### src/rtl/fetch_unit.sv
// Decoupled fetch stage: owns the fetch PC, issues valid/ready imem requests, and queues returned words for decode.
// Define FETCH_BYPASS_EN to forward a response straight to decode when the FIFO is empty (0-cycle latency).
module fetch_unit #(
    parameter logic [31:0] RESET_ADDR = 32'h0000_0000,
    parameter int unsigned DEPTH      = 2
) (
    input  logic        i_clk,
    input  logic        i_rst,
    output logic        o_imem_req_valid,
    input  logic        i_imem_req_ready,
    output logic [31:0] o_imem_req_addr,
    input  logic        i_imem_resp_valid,
    input  logic [31:0] i_imem_resp_data,
    output logic        o_inst_valid,
    input  logic        i_inst_ready,
    output logic [31:0] o_inst,
    output logic [31:0] o_inst_pc,
    input  logic        i_redirect,
    input  logic [31:0] i_redirect_pc
);
    localparam int unsigned PW      = $clog2(DEPTH);
    localparam int unsigned CW      = $clog2(DEPTH + 1);
    localparam logic [CW:0] DEPTH_W = (CW + 1)'(DEPTH);

    logic [31:0]   fetch_pc_q, fetch_pc_d;
    logic [31:0]   resp_pc_q, resp_pc_d;
    logic [CW-1:0] count_q, count_d;
    logic [CW-1:0] out_q, out_d;
    logic [CW-1:0] drop_q, drop_d;
    logic [PW-1:0] rd_ptr_q, rd_ptr_d;
    logic [PW-1:0] wr_ptr_q, wr_ptr_d;
    logic [31:0]   pc_mem_q   [DEPTH];
    logic [31:0]   inst_mem_q [DEPTH];

    logic [31:0] redirect_pc;
    logic [CW:0] reserved;
    logic        fifo_empty, accept, resp_live, bypass, push, pop;

    assign redirect_pc = i_redirect_pc & 32'hFFFF_FFFC;
    assign fifo_empty  = (count_q == '0);

    // Slots holding words plus slots promised to live in-flight responses; never exceeds DEPTH.
    assign reserved         = {1'b0, count_q} + {1'b0, out_q} - {1'b0, drop_q};
    assign o_imem_req_valid = !i_rst && !i_redirect && ({1'b0, out_q} < DEPTH_W) && (reserved < DEPTH_W);
    assign o_imem_req_addr  = fetch_pc_q;
    assign accept           = o_imem_req_valid && i_imem_req_ready;
    assign resp_live        = i_imem_resp_valid && (drop_q == '0) && !i_redirect;

`ifdef FETCH_BYPASS_EN
    assign bypass       = resp_live && fifo_empty && !i_rst;
    assign o_inst_valid = !fifo_empty || bypass;
    assign o_inst       = bypass ? i_imem_resp_data : inst_mem_q[rd_ptr_q];
    assign o_inst_pc    = bypass ? resp_pc_q : pc_mem_q[rd_ptr_q];
`else
    assign bypass       = 1'b0;
    assign o_inst_valid = !fifo_empty;
    assign o_inst       = inst_mem_q[rd_ptr_q];
    assign o_inst_pc    = pc_mem_q[rd_ptr_q];
`endif

    assign push = resp_live && !(bypass && i_inst_ready);
    assign pop  = !fifo_empty && i_inst_ready && !i_redirect;

    always_comb begin
        // NOTE: every next-state signal is defaulted first so no path leaves it unassigned and infers a latch.
        fetch_pc_d = fetch_pc_q;
        resp_pc_d  = resp_pc_q;
        count_d    = count_q;
        drop_d     = drop_q;
        rd_ptr_d   = rd_ptr_q;
        wr_ptr_d   = wr_ptr_q;
        out_d      = out_q + CW'(accept) - CW'(i_imem_resp_valid);
        if (accept) begin
            fetch_pc_d = fetch_pc_q + 32'd4;
        end
        if (i_redirect) begin
            fetch_pc_d = redirect_pc;
            resp_pc_d  = redirect_pc;
            count_d    = '0;
            rd_ptr_d   = '0;
            wr_ptr_d   = '0;
            drop_d     = out_q - CW'(i_imem_resp_valid);
        end else begin
            if (i_imem_resp_valid && (drop_q != '0)) begin
                drop_d = drop_q - CW'(1);
            end
            if (resp_live) begin
                resp_pc_d = resp_pc_q + 32'd4;
            end
            if (push) begin
                wr_ptr_d = wr_ptr_q + PW'(1);
            end
            if (pop) begin
                rd_ptr_d = rd_ptr_q + PW'(1);
            end
            count_d = count_q + CW'(push) - CW'(pop);
        end
    end

    // NOTE: state is updated only with non-blocking assignments so every register samples pre-edge values.
    always_ff @(posedge i_clk) begin
        if (i_rst) begin
            fetch_pc_q <= RESET_ADDR;
            resp_pc_q  <= RESET_ADDR;
            count_q    <= '0;
            out_q      <= '0;
            drop_q     <= '0;
            rd_ptr_q   <= '0;
            wr_ptr_q   <= '0;
            // NOTE: storage is reset because o_inst/o_inst_pc read it directly and must leave reset as zero.
            for (int unsigned i = 0; i < DEPTH; i++) begin
                pc_mem_q[i]   <= '0;
                inst_mem_q[i] <= '0;
            end
        end else begin
            fetch_pc_q <= fetch_pc_d;
            resp_pc_q  <= resp_pc_d;
            count_q    <= count_d;
            out_q      <= out_d;
            drop_q     <= drop_d;
            rd_ptr_q   <= rd_ptr_d;
            wr_ptr_q   <= wr_ptr_d;
            if (push) begin
                pc_mem_q[wr_ptr_q]   <= resp_pc_q;
                inst_mem_q[wr_ptr_q] <= i_imem_resp_data;
            end
        end
    end
endmodule

### config.mk
export PLATFORM = sky130hd
export DESIGN_NAME = fetch_unit
export DESIGN_NICKNAME = d
export VERILOG_FILES = /design/src/rtl/fetch_unit.sv
export SDC_FILE = /design/constraint.sdc
export NUM_CORES = 1
export LEC_CHECK = 0
export CORE_ASPECT_RATIO = 1.5
export CORE_UTILIZATION = 57
export DETAILED_ROUTE_END_ITERATION = 16
export PLACE_DENSITY = 0.95
export SYNTH_ARGS = -nofsm -noshare
export SYNTH_HDL_FRONTEND = slang
export SYNTH_SLANG_ARGS = --single-unit
### constraint.sdc
create_clock -name i_clk -period 15.4 [get_ports i_clk]
set_input_delay 3.08 -clock i_clk [delete_from_list [all_inputs] [get_ports i_clk]]
set_output_delay 3.08 -clock i_clk [all_outputs]
set_load 0.1 [all_outputs]
==> results.yml <==
outcome:
  status: "finished clean"
drt:
  first_pass_iters: 5
  viasPerCell: 6.06
  ant_nets: 0
  dr.first_iter.drc_count: 730
  routed_wl_mm: 21.9
  num_vias: 7205
  avgRoutedWirePerCell_um: 18.4
  drc: 0
worst_setup_path:
  cp.arrival_ns: 5.60
  r2r_start: "out_q[1]$_SDFF_PP0_"
  critPathCaptureType: "output port"
  cp.required_ns: 12.32
  cp-start-kind: "input pin"
  path_max_fanout: 29
  path_class: "input pin to output port"
  cp-startpoint: "i_rst"
layout:
  final_layout_size_suffix_gt1_frac: 0.124
  final_common_cell: "clkdlybuf4s50_1"
  n_antenna_cell: 0
  final_cell_area_um2: 11800
  nets: 1050
  fillers: 1138
  area_growth_pct: 24.4
  mostFrequentLayoutCells: "160 x clkdlybuf4s50_1, 132 x and2_1, 124 x edfxtp_1, 68 x dfxtp_1, 62 x mux2_2"
sta:
  timing.final.crit_share: 0.564
  hold_violations: 0
  min_period_ns: 8.68
  worst_slew_pin_slew_ns: 1.05
  slew_headroom: 0.300
  slew_violations: 0
  rsz0062_at_grt: "false"
  skew_ns: 0.0148
  tns_ns: 0
  fmax_mhz: 115
  finalSetupViolations: 0
clock_network:
  htree_levels: 4
  cts_buffers: 17
  cts_tree: "yes"
  cts_root_buf: "clkbuf_16"
  insertion_delay_ns: 0.43
  post-cts-setup-buffers: 0
  cts.sinks: 193
  clockBufferDepth: 2
  cts.clk_slew.worst_paths_ns: 0.08
  cts_resized: 0
  holdBufCountCts: 0
logic_synthesis:
  async_flop_share: 0
  synth_warnings: 0
  synth_cells: 834
  yosys_register_bits: 193
  synth-edff-count: 124
  ys_seq_area_frac: 0.538
  synth_cell_types: 58
  synth_area_um2: 9490
  ys.flop_type: "edfxtp_1"
  synth.avg_cell_area_um2: 11.4
floorplan:
  die_x_um: 107
  die_h_um: 160
  die-area_um2: 17200
  initial_core_util: 0.584
  boundaryPins: 168
  fp-row-count: 57
  core_um2: 16300
run:
  maxCapViolCount: 0
place:
  portBuffers: 161
  dp_hpwl_mm: 14.5
  gp_congestion: 0.952
  place_area_um2: 11200
global_routing:
  grt_max_degree: 78
  grt_pass1_wl_mm: 35.3
  grt-ovfl-total: 0
  first_global_vias: 7119
  antenna_found_initial: 0
  grt_use_total: 0.262
pwr:
  p_per_area_nw_per_um2: 115
  p_leak_uw: 0.00422
  ir_worst_vdd_mv: 0.0765
worst_hold_path:
  hold_path.class: "flip-flop to flip-flop"
  min-delay-start: "o_imem_req_addr[26]$_SDFFE_PP0P_"
Yosys cell counts, types with 9 or more instances:
cell	count	area (µm²)
and2_1	132	826
edfxtp_1	124	3720
xnor2_1	9	78.8
nand4_1	26	163
nor3_1	30	150
ha_1	9	113
o21ai_0	20	100
inv_1	12	45.0
nor4_1	19	119
nand3_1	20	100
nor2_1	28	105
a21boi_0	13	97.6
o31a_1	16	140
clkbuf_1	38	143
o21a_1	25	188
a211oi_1	16	120
dfxtp_1	69	1380
mux2_2	62	698
xor2_1	12	105
and4_1	16	140
nand2_1	30	113
sequential cells by signal, indices dropped and copies added (netlist names), named ones only:
name / cells
count_q: 2
drop_q: 2
inst_mem_q: 64
o_imem_req_addr: 30
out_q: 2
pc_mem_q: 60
rd_ptr_q: 1
resp_pc_q: 30
wr_ptr_q: 1
metal layers:
metal / wire [µm] / part of all wire / global-route usage / vias up
li1: - / - / - / 3379
met1: 8590 / 0.39 / 0.310 / 3455
met2: 11200 / 0.51 / 0.455 / 296
met3: 1190 / 0.054 / 0.0404 / 75
met4: 982 / 0.045 / 0.133 / 0
met5: 0 / 0 / 0 / -
report_power, final:
part	internal (µW)	switching (µW)
clock network	245	205
logic	87.4	210
registers	582	24.3
per-stage QoR:
stage	worst slack [ns]	std cells	total power (µW)	util	hold WS [ns]
finish	6.72	1188	1350	0.726	0.559
global placement	6.82	1156	906	0.690	0.534
global route	6.70	1188	1400	0.726	0.587
CTS	6.76	1188	1360	0.726	0.551
detailed placement	6.77	1156	913	0.690	0.539
floorplan	7.14	837	836	-	0.500
path summary, 6_finish.rpt:
path | slack [ns] | depth (start not counted) | endpoint
max | 6.72 | 6 | o_imem_req_valid
min reg2reg | 0.56 | 2 | o_imem_req_addr[26]$_SDFFE_PP0P_
max reg2reg | 12.24 | 7 | o_imem_req_addr[14]$_SDFFE_PP0P_
min | 0.56 | 2 | o_imem_req_addr[26]$_SDFFE_PP0P_
logic make-up after synthesis:
family,count (synthesis),share of synthesized area
mux,64,0.0757
compound gates,130,0.101
xor+xnor,22,0.0211
simple gates,343,0.217
other cells,1,0.000395
buf+inv,70,0.0310
flops,193,0.538
fa+ha+maj,11,0.0161
cell type report:
cell class                      instances  area (µm²)  share of cell area
Sequential cell                       193        5110               0.432
Multi-Input combinational cell        574        4130               0.349
Timing Repair Buffer                  170        1670               0.142
Clock buffer                           17         425              0.0360
Tap cell                              206         258              0.0218
Clock inverter                         15         169              0.0143
Inverter                               13        48.8             0.00413
critical path: stages:
cell and delay [ns]:
clkdlybuf4s50_1 0.42, buf_4 0.24, inv_1 0.08, buf_4 0.31, and4_1 0.30, clkdlybuf4s50_1 1.14
Note: power is estimated with default switching activity, not from simulation.
